$ cat src/rtl/ahci_dma_pkg.sv
// Shared definitions for the AHCI DMA PRD sequencers: state encoding,
// AXI burst limit and the QWORD-count helper.
package ahci_dma_pkg;

  typedef enum logic [2:0] {
    ST_IDLE,
    ST_RUN,
    ST_WDONE,
    ST_FLUSH,
    ST_ABORT
  } prd_state_e;

  localparam int AXI_MAX_BURST = 16;

  // Widened by one bit so a full-scale word count plus offset cannot wrap.
  function automatic logic [32:0] qword_count(input logic [1:0] woffs,
                                              input logic [31:0] wcnt);
    logic [32:0] sum;
    sum = {31'd0, woffs} + {1'b0, wcnt} + 33'd4;
    return sum >> 2;
  endfunction

endpackage

$ cat src/rtl/ahci_dma_burst_split.sv
// Picks the next AXI burst length in QWORDs: the remaining count, clipped so
// the burst never crosses a 128-byte (16-QWORD) boundary.
module ahci_dma_burst_split
  import ahci_dma_pkg::*;
#(
  parameter int WCNT_BITS = 21
) (
  input  logic [3:0]           qaddr_lo,
  input  logic [WCNT_BITS-1:0] qrem,
  output logic [4:0]           len
);

  logic [4:0] room;

  always_comb begin
    room = 5'(AXI_MAX_BURST) - {1'b0, qaddr_lo};
    if (qrem < WCNT_BITS'(room)) begin
      len = qrem[4:0];
    end else begin
      len = room;
    end
  end

endmodule

$ cat src/rtl/ahci_dma_rd_prd_seq.sv
// PRD sequencer for the host-to-device DMA read path: arms the realign FIFO,
// issues boundary-safe QWORD read bursts and tracks PRD/transfer completion.
module ahci_dma_rd_prd_seq
  import ahci_dma_pkg::*;
#(
  parameter int WCNT_BITS = 21,
  parameter int ADDR_BITS = 32
) (
  input  logic                 hclk,
  input  logic                 hrst,
  input  logic [ADDR_BITS-2:0] prd_addr,
  input  logic [WCNT_BITS-1:0] prd_wcnt,
  input  logic                 prd_last,
  input  logic                 prd_irq,
  input  logic                 prd_vld,
  output logic                 prd_rdy,
  input  logic                 abort,
  output logic                 fifo_start,
  output logic [WCNT_BITS-1:0] fifo_wcnt,
  output logic [1:0]           fifo_woffs,
  output logic                 fifo_last_prd,
  input  logic                 fifo_done,
  input  logic                 fifo_done_flush,
  output logic [ADDR_BITS-4:0] axi_araddr,
  output logic [3:0]           axi_arlen,
  output logic                 axi_arvalid,
  input  logic                 axi_arready,
  output logic                 busy,
  output logic                 prd_done,
  output logic                 irq_pulse,
  output logic                 xfer_done,
  output logic                 aborted
);

  localparam int QA_BITS = ADDR_BITS - 3;

  prd_state_e           state_q, state_d;
  logic [QA_BITS-1:0]   qaddr_q, qaddr_d;
  logic [WCNT_BITS-1:0] qrem_q, qrem_d, qrem_after;
  logic [WCNT_BITS-1:0] fifo_wcnt_q, fifo_wcnt_d;
  logic [1:0]           fifo_woffs_q, fifo_woffs_d;
  logic                 last_q, last_d;
  logic                 irq_q, irq_d;
  logic                 done_seen_q, done_seen_d;
  logic                 flush_seen_q, flush_seen_d;
  logic                 rdy_q, rdy_d;
  logic                 arvalid_q, arvalid_d;
  logic                 start_q, start_d;
  logic                 prd_done_q, prd_done_d;
  logic                 irq_pulse_q, irq_pulse_d;
  logic                 xfer_done_q, xfer_done_d;
  logic                 aborted_q, aborted_d;
  logic                 accept, hs;
  logic [4:0]           len;
  logic [32:0]          qsum;
  logic                 unused_qsum_hi;

  ahci_dma_burst_split #(
    .WCNT_BITS(WCNT_BITS)
  ) u_split (
    .qaddr_lo(qaddr_q[3:0]),
    .qrem    (qrem_q),
    .len     (len)
  );

  assign qsum           = qword_count(prd_addr[1:0], 32'(prd_wcnt));
  assign unused_qsum_hi = ^qsum[32:WCNT_BITS];

  always_comb begin
    accept       = (state_q == ST_IDLE) && rdy_q && prd_vld;
    hs           = arvalid_q && axi_arready;
    qrem_after   = qrem_q - WCNT_BITS'(len);
    state_d      = state_q;
    qaddr_d      = qaddr_q;
    qrem_d       = qrem_q;
    fifo_wcnt_d  = fifo_wcnt_q;
    fifo_woffs_d = fifo_woffs_q;
    last_d       = last_q;
    irq_d        = irq_q;
    done_seen_d  = done_seen_q | fifo_done;
    flush_seen_d = flush_seen_q | fifo_done_flush;
    arvalid_d    = arvalid_q;
    start_d      = 1'b0;
    prd_done_d   = 1'b0;
    irq_pulse_d  = 1'b0;
    xfer_done_d  = 1'b0;
    aborted_d    = 1'b0;

    if (hs) begin
      qaddr_d = qaddr_q + QA_BITS'(len);
      qrem_d  = qrem_after;
    end

    case (state_q)
      ST_IDLE: begin
        if (accept) begin
          qaddr_d      = prd_addr[ADDR_BITS-2:2];
          qrem_d       = qsum[WCNT_BITS-1:0];
          fifo_wcnt_d  = prd_wcnt;
          fifo_woffs_d = prd_addr[1:0];
          last_d       = prd_last;
          irq_d        = prd_irq;
          done_seen_d  = 1'b0;
          flush_seen_d = 1'b0;
          start_d      = 1'b1;
          arvalid_d    = 1'b1;
          state_d      = ST_RUN;
        end
      end
      ST_RUN: begin
        // An address already offered must stay up until accepted.
        if (abort) begin
          arvalid_d = !hs;
          state_d   = ST_ABORT;
        end else if (hs && (qrem_after == '0)) begin
          arvalid_d = 1'b0;
          state_d   = ST_WDONE;
        end
      end
      ST_WDONE: begin
        if (abort) begin
          state_d = ST_ABORT;
        end else if (done_seen_q) begin
          prd_done_d  = 1'b1;
          irq_pulse_d = irq_q;
          state_d     = last_q ? ST_FLUSH : ST_IDLE;
        end
      end
      ST_FLUSH: begin
        if (abort) begin
          state_d = ST_ABORT;
        end else if (flush_seen_q) begin
          xfer_done_d = 1'b1;
          state_d     = ST_IDLE;
        end
      end
      ST_ABORT: begin
        if (!arvalid_q || axi_arready) begin
          arvalid_d = 1'b0;
          aborted_d = 1'b1;
          state_d   = ST_IDLE;
        end
      end
      default: begin
        arvalid_d = 1'b0;
        state_d   = ST_IDLE;
      end
    endcase

    rdy_d = (state_d == ST_IDLE);
  end

  always_ff @(posedge hclk or posedge hrst) begin
    if (hrst) begin
      state_q      <= ST_IDLE;
      qaddr_q      <= '0;
      qrem_q       <= '0;
      fifo_wcnt_q  <= '0;
      fifo_woffs_q <= '0;
      last_q       <= 1'b0;
      irq_q        <= 1'b0;
      done_seen_q  <= 1'b0;
      flush_seen_q <= 1'b0;
      rdy_q        <= 1'b0;
      arvalid_q    <= 1'b0;
      start_q      <= 1'b0;
      prd_done_q   <= 1'b0;
      irq_pulse_q  <= 1'b0;
      xfer_done_q  <= 1'b0;
      aborted_q    <= 1'b0;
    end else begin
      state_q      <= state_d;
      qaddr_q      <= qaddr_d;
      qrem_q       <= qrem_d;
      fifo_wcnt_q  <= fifo_wcnt_d;
      fifo_woffs_q <= fifo_woffs_d;
      last_q       <= last_d;
      irq_q        <= irq_d;
      done_seen_q  <= done_seen_d;
      flush_seen_q <= flush_seen_d;
      rdy_q        <= rdy_d;
      arvalid_q    <= arvalid_d;
      start_q      <= start_d;
      prd_done_q   <= prd_done_d;
      irq_pulse_q  <= irq_pulse_d;
      xfer_done_q  <= xfer_done_d;
      aborted_q    <= aborted_d;
    end
  end

  assign prd_rdy       = rdy_q;
  assign busy          = (state_q != ST_IDLE);
  assign fifo_start    = start_q;
  assign fifo_wcnt     = fifo_wcnt_q;
  assign fifo_woffs    = fifo_woffs_q;
  assign fifo_last_prd = last_q;
  assign axi_arvalid   = arvalid_q;
  assign axi_araddr    = arvalid_q ? qaddr_q : '0;
  assign axi_arlen     = arvalid_q ? 4'(len - 5'd1) : 4'd0;
  assign prd_done      = prd_done_q;
  assign irq_pulse     = irq_pulse_q;
  assign xfer_done     = xfer_done_q;
  assign aborted       = aborted_q;

endmodule
$ cat config.mk
export PLATFORM = sky130hd
export DESIGN_NAME = ahci_dma_rd_prd_seq
export DESIGN_NICKNAME = d
export VERILOG_FILES = /design/src/rtl/ahci_dma_pkg.sv /design/src/rtl/ahci_dma_burst_split.sv /design/src/rtl/ahci_dma_rd_prd_seq.sv
export SDC_FILE = /design/constraint.sdc
export NUM_CORES = 1
export LEC_CHECK = 0
export CAP_MARGIN = 20
export CORE_MARGIN = 2
export CORE_UTILIZATION = 45
export DETAILED_ROUTE_END_ITERATION = 8
export PLACE_DENSITY_LB_ADDON = 0.15
export SETUP_SLACK_MARGIN = 0.1
export SLEW_MARGIN = 25
export SYNTH_ARGS = -nofsm -noshare
export SYNTH_HDL_FRONTEND = slang
export SYNTH_SLANG_ARGS = --single-unit
$ cat constraint.sdc
create_clock -name hclk -period 5.4 [get_ports hclk]
set_clock_uncertainty 0.05 [all_clocks]
set_input_delay 0.54 -clock hclk [delete_from_list [all_inputs] [get_ports hclk]]
set_output_delay 0.54 -clock hclk [all_outputs]
set_load 0.05 [all_outputs]
Word level (Yosys, flattened, before mapping)
Index checks and enable logic that the tools add are counted.

Register bits after elaboration: 87. Output and inout port bits: 65. Input bits: 61.

$lt $le $gt $ge: 1. Bitwise gates (word level): 3. Eq/ne operators: 7. Muxes and demuxes: 41. Add/subtract/negate cells: 6. Reduce and logical (&&, ||, !) cells: 14.

Operator list (number): 29-bit two-way mux (4); 21-bit two-way mux (3); 29-bit by 5-bit adder with 29-bit output (1); 3-bit two-way mux (8); 22-bit by 3-bit adder with 23-bit output (second input constant) (1); 2-bit by 21-bit adder with 22-bit output (1); 21-bit logical NOT (1); 21-bit by 5-bit < comparator with 1-bit output (1); 1-bit two-way mux (21); 21-bit by 5-bit subtractor with 21-bit output (1); 3-bit one-hot mux with 5 select lines (1); 3-bit by 2-bit == test with 1-bit output (second input constant) (2); 3-bit logical NOT (2); 5-bit two-way mux (1); 5-bit by 4-bit subtractor with 5-bit output (first input constant) (1); 1-bit logical AND (4); 4-bit two-way mux (1); 2-bit inequality test (second input constant) (2); 1-bit one-hot mux with 4 select lines (1); 4-bit AND reduction (1); 4-bit by 1-bit subtractor with 4-bit output (second input constant) (1); 3-bit by 1-bit == test with 1-bit output (second input constant) (1); 3-bit == test (second input constant) (1); 3-bit inequality test (second input constant) (1); other kinds (8) (10).

Depth between registers and ports, before layout
Depth in word-level cells: 10. Gate-level depth with buffers: 22. Mapped depth without buffers: 22.

Cells and area by module
From an unflattened synthesis, not the netlist that was laid out.

Cell total of the unflattened synthesis: 676. Area total of the unflattened synthesis: 5703.0 um^2.

By module, submodules not included: ahci_dma_rd_prd_seq (cells each 644, seq. area each 2177.1 um^2, times used 1, area each 5420.2 um^2); ahci_dma_burst_split (cells each 32, seq. area each 0.0 um^2, times used 1, area each 282.8 um^2).

Worst setup path before layout
Ideal clock, no wire load.

Path kind: reg2reg. Start: register qaddr_q[0]. End: register arvalid_q, in the netlist axi_arvalid. Arrival time: 4.427 ns. Period minus slack after synthesis: 4.605 ns. Data required time: 5.222 ns. Buffers on the path: 0. Cell stages (with the launch flop): 21. Setup slack: 0.795 ns. Cell sequence: dfrtp_1 > inv_1 > ha_1 > xnor2_1 > inv_1 > ha_1 > a21o_1 > a21oi_1 > o2111ai_2 > a21oi_1 > inv_1 > ha_1 > inv_1 > fa_1 > or4b_1 > a2111oi_0 > and4_1 > nand4_1 > o21ai_2 > o211ai_1 > mux2_1.

Cells in the longest elaborated chain, start to end: 8.

Ends and longest elaborated chain: start, declared (RTL line ahci_dma_rd_prd_seq.sv:38) `logic [QA_BITS-1:0] qaddr_q, qaddr_d;`; start signal, assigned (RTL line ahci_dma_rd_prd_seq.sv:173) `qaddr_q <= qaddr_d;`; 5-bit by 4-bit subtractor with 5-bit output * (RTL line ahci_dma_burst_split.sv:16) `room = 5'(AXI_MAX_BURST) - {1'b0, qaddr_lo};`; 21-bit by 5-bit < comparator with 1-bit output (RTL line ahci_dma_burst_split.sv:17) `if (qrem < WCNT_BITS'(room)) begin`; 5-bit two-way mux * (RTL line ahci_dma_burst_split.sv:17); 21-bit by 5-bit subtractor with 21-bit output * (RTL line ahci_dma_rd_prd_seq.sv:72) `qrem_after = qrem_q - WCNT_BITS'(len);`; 21-bit logical NOT * (RTL line ahci_dma_rd_prd_seq.sv:115) `end else if (hs && (qrem_after == '0)) begin`; 1-bit logical AND * (RTL line ahci_dma_rd_prd_seq.sv:115); 3-bit inequality test (no line) *; 4-bit AND reduction (no line) *; end signal, assigned (RTL line ahci_dma_rd_prd_seq.sv:182) `arvalid_q <= arvalid_d;`; end, declared (RTL line ahci_dma_rd_prd_seq.sv:47) `logic arvalid_q, arvalid_d;`.

Every way passes the cells marked *; elsewhere a longest branch is shown, timed or not. A chain may end at the register's enable or synchronous reset.

Worst setup path in the final report
Same ends and word-level chain as after synthesis.

==> qor.yml <==
layout.cells.non_filler: 871
ctsRootBufferMaster: "clkbuf_16"
numPlacedInstances: 849
timing.final.max_slew_violations: 0
fp-row-count: 40
synth_fp_nets: 682
hold_path_startpoint: "irq_q"
netlist_top_cells_area: "dfrtp_1 40%, mux2_2 5.7%, xor2_1 5.6%, xnor2_1 4.8%, nand2_1 4.7%"
crit_path_buffers_inverters: 4
synthesis_stage_register_bit_count: 87
rsz0062_at_grt: "false"
share_of_yosys_cell_area_claimed_by_the_top_area_cell_type_pct: 39.7
post-route-util_pct: 60.6
ctsHtreeMaxLevel: 3
drv.max_cap_violation_count: 0
detail_route.first_pass.iterations: 5
synth_xor_xnor_area_share_pct: 10.4
antenna_found_initial: 0
end_kind: "flip-flop"
reg2regPathDepth: 19
routed_length_per_placed_instance_um: 15.4
drt-initial-drc-count: 276
worst_skew_pair_latency_ps: 350
place.detailed.hpwl_um: 9310
pin_count: 126
path_common_cell: "inv_1"
synth.most_common_cell: "dfrtp_1"
cpPeakStageDelay_ps: 500
power.leakage_nw: 2.92
drc_errors: 0
vdd_ir_drop_max_mv: 0.372
min-delay-path-class: "reg -> reg"
fraction_of_layout_instances_using_a_drive_strength_above_1_pct: 9.81
ys_dominant_reg_cell: "dfrtp_1"
crit-reg2reg-launch: "qaddr_q[0]"
clkSlewWorstSetupHoldPaths_ps: 60
cells_after_synthesis: 602
critical-path-top-delay-family: "compound AO/OA/AOI/OAI gates"
tightestPinTransition_ps: 822
synthArstFlopShare_pct: 100
clock_tree_from_tritoncts: "done"
report.final.hold_viol_count: 0
p_total_mw: 5.37
globalRouteOverflowTotal: 0
gr-usage-all-layers_pct: 21.2
antenna_cells: 0
min_cycle_time_layout_ps: 5040
gp_congestion: 0.857
nets: 801
required_ps: 5590
synth_area_leader_cell: "dfrtp_1"
cts_sinks: 87
hold_path_end: "irq_pulse"
timing.fmax_mhz: 198
critical_path_class: "reg -> reg"
die_height_um: 114
route.final.wire_length_um: 13400
core_region_area_sq_um: 12000
max-clock-path-buffers: 2
regToRegEndpoint: "axi_arvalid"
detail-route-antenna-nets: 0
number_of_global_route_vias_before_repair: 4653
maximum_number_of_pins_on_one_net_before_global_route_repair: 67
synth.lib_cells_used.distinct: 57
critical_path.max_fanout: 7
timing.critical_path.cells: "inv_1 > ha_1 > xnor2_2 > inv_1 > ha_1 > a21o_1 > a21oi_1 > o2111ai_4 > buf_4 > mux2_2 > inv_1 > fa_1 > or4b_1 > a2111oi_2 > and4_1 > nand4_1 > o21ai_2 > o211ai_1 > mux2_1"
postCtsHoldBufs: 0
die-area_sq_um: 13100
run_status: "finished clean"
post_synth_fa_ha_maj_area_fraction_pct: 4.61
synthesis.area_sq_um: 5490
number_of_stages_on_the_worst_hold_path: 1
portBuffers: 125
period_share_pct: 93.4
synth_warnings: 0
setup.worst_path.start_class: "flip-flop"
synth_compound_area_share_pct: 11.5
slew-limit-headroom_pct: 44.8
start_util_pct: 45.9
timing.setup.tns_ps: 0
routed-via-count: 4693
p_per_area_nw_per_um2: 741
num_cts_buffers: 9
grt_pass1_wl_um: 22200
cp_data_arrival_time_ps: 5230
die_width_um: 114
synth.mux.area_fraction_pct: 7.30
postSynthAreaPerCell_sq_um: 9.11
area_growth_pct: 32.2
synth_top_family_by_area: "simple AND/OR/NAND/NOR gates"
ys_top_cells_by_count: "87 x dfrtp_1, 69 x nand2_1, 47 x nor2_1"
timing.hold.ws_ps: 444
number_of_enable_type_register_cells_in_the_synthesized_netlist: 0
synth_simple_gate_area_share_pct: 22.8
synth_seq_area_share_pct: 39.7
detail_route.vias_per_cell: 5.39
crit_start: "qaddr_q[0]"
critical-path-slowest-cell: "or4b_1"
r2r_slack_ps: 360
report.final.setup_viol: 0
filler_cell_count_in_the_final_layout: 1082
-- placed cells by master (no fill, tap or decap), drive strengths merged, types with 2 or more instances in the layout --
cell type / instances
clkdlybuf4s50: 125
dfrtp: 87
nand2: 69
nor2: 47
o21ai: 44
and2: 36
xor2: 35
xnor2: 30
mux2: 29
a21oi: 24
inv: 22
nand3: 21
ha: 17
nor3: 13
buf: 13
clkbuf: 11
nand4: 9
nor4: 9
and3: 8
mux2i: 7
nand2b: 6
and4: 6
a211oi: 6
nand3b: 5
or3: 4
a21o: 4
o41ai: 4
o211ai: 3
a221oi: 3
nor4b: 2
nor2b: 2
o21bai: 2
fa: 2
bufinv: 2
or4: 2
o2111ai: 2
-- power by group --
part / internal [mW] / switching [mW] / leakage [nW] / total [mW]
Clock: 0.402 / 0.255 / 0.146 / 0.657
Sequential: 0.957 / 0.316 / 1.05 / 1.27
Combinational: 1.34 / 2.10 / 1.72 / 3.44
Total: 2.70 / 2.67 / 2.92 / 5.37
-- layout make-up --
class	instances	area, sq um	area share (%)
multi-input combinational	464	3160	43.5
sequential	87	2180	30.1
timing repair buffer	138	1350	18.6
clock buffer	11	233	3.21
tap	147	184	2.54
inverter	21	81.3	1.12
clock inverter	3	68.8	0.949
-- metrics by stage --
stage	area, sq um	setup slack (ps)
final	7250	355
after global placement	6840	461
after floorplan	5490	795
after detailed placement	6840	258
after global routing	7250	82.8
after CTS	7140	185
-- routing by layer --
metal  share of wire, %  wire [um]  GRT usage, %  vias to the layer above
met3                5.3        717          4.87                       19
met4                1.8        242          7.40                        0
met5                  0          0             0                        -
li1                   -          -             -                     2328
met2                 47       6330          34.3                      129
met1                 46       6160          28.0                     2217
-- cell families (layout without fill, tap and decap cells) --
| group | Yosys count | count (layout) |
|---|---|---|
| buffers and inverters | 51 | 173 |
| flip-flops | 87 | 87 |
| multiplexers | 36 | 36 |
| AND/OR/NAND/NOR | 242 | 242 |
| adder cells (fa/ha/maj) | 19 | 19 |
| XOR/XNOR | 65 | 65 |
| AO/OA/AOI/OAI | 102 | 102 |
-- how the worst max path moves through the flow --
stage | end | cells past startpoint
2_1_floorplan | axi_arvalid | 20
3_3_place_gp | axi_arvalid | 20
3_5_place_dp | axi_arvalid | 20
4_1_cts | axi_arvalid | 20
5_1_grt | axi_arvalid | 21
6_report | axi_arvalid | 19
-- flip-flops by register name, indices dropped and copies added (netlist names), 2 cells and up --
signal      count
fifo_woffs      2
fifo_wcnt      21
qrem_q         21
state_q         3
qaddr_q        29
-- worst register-to-register path, delay by kind of cell (launching register included) --
kind	cells	cell delay, ps
and+or+nand+nor	3	870
DFF	1	430
adders and majority gates	3	1000
xor gates and xnor gates	1	230
AOI/OAI and AO/OA	6	1240
muxes	2	630
buffers and inverters	4	490
-- timing repair --
| item | in CTS | in global routing |
|---|---|---|
| resized for setup | 0 | 10 |
| endpoints found under the setup margin | 0 | 3 |
| setup buffers | 0 | 8 |
Note: power is estimated with default switching activity, not from simulation.
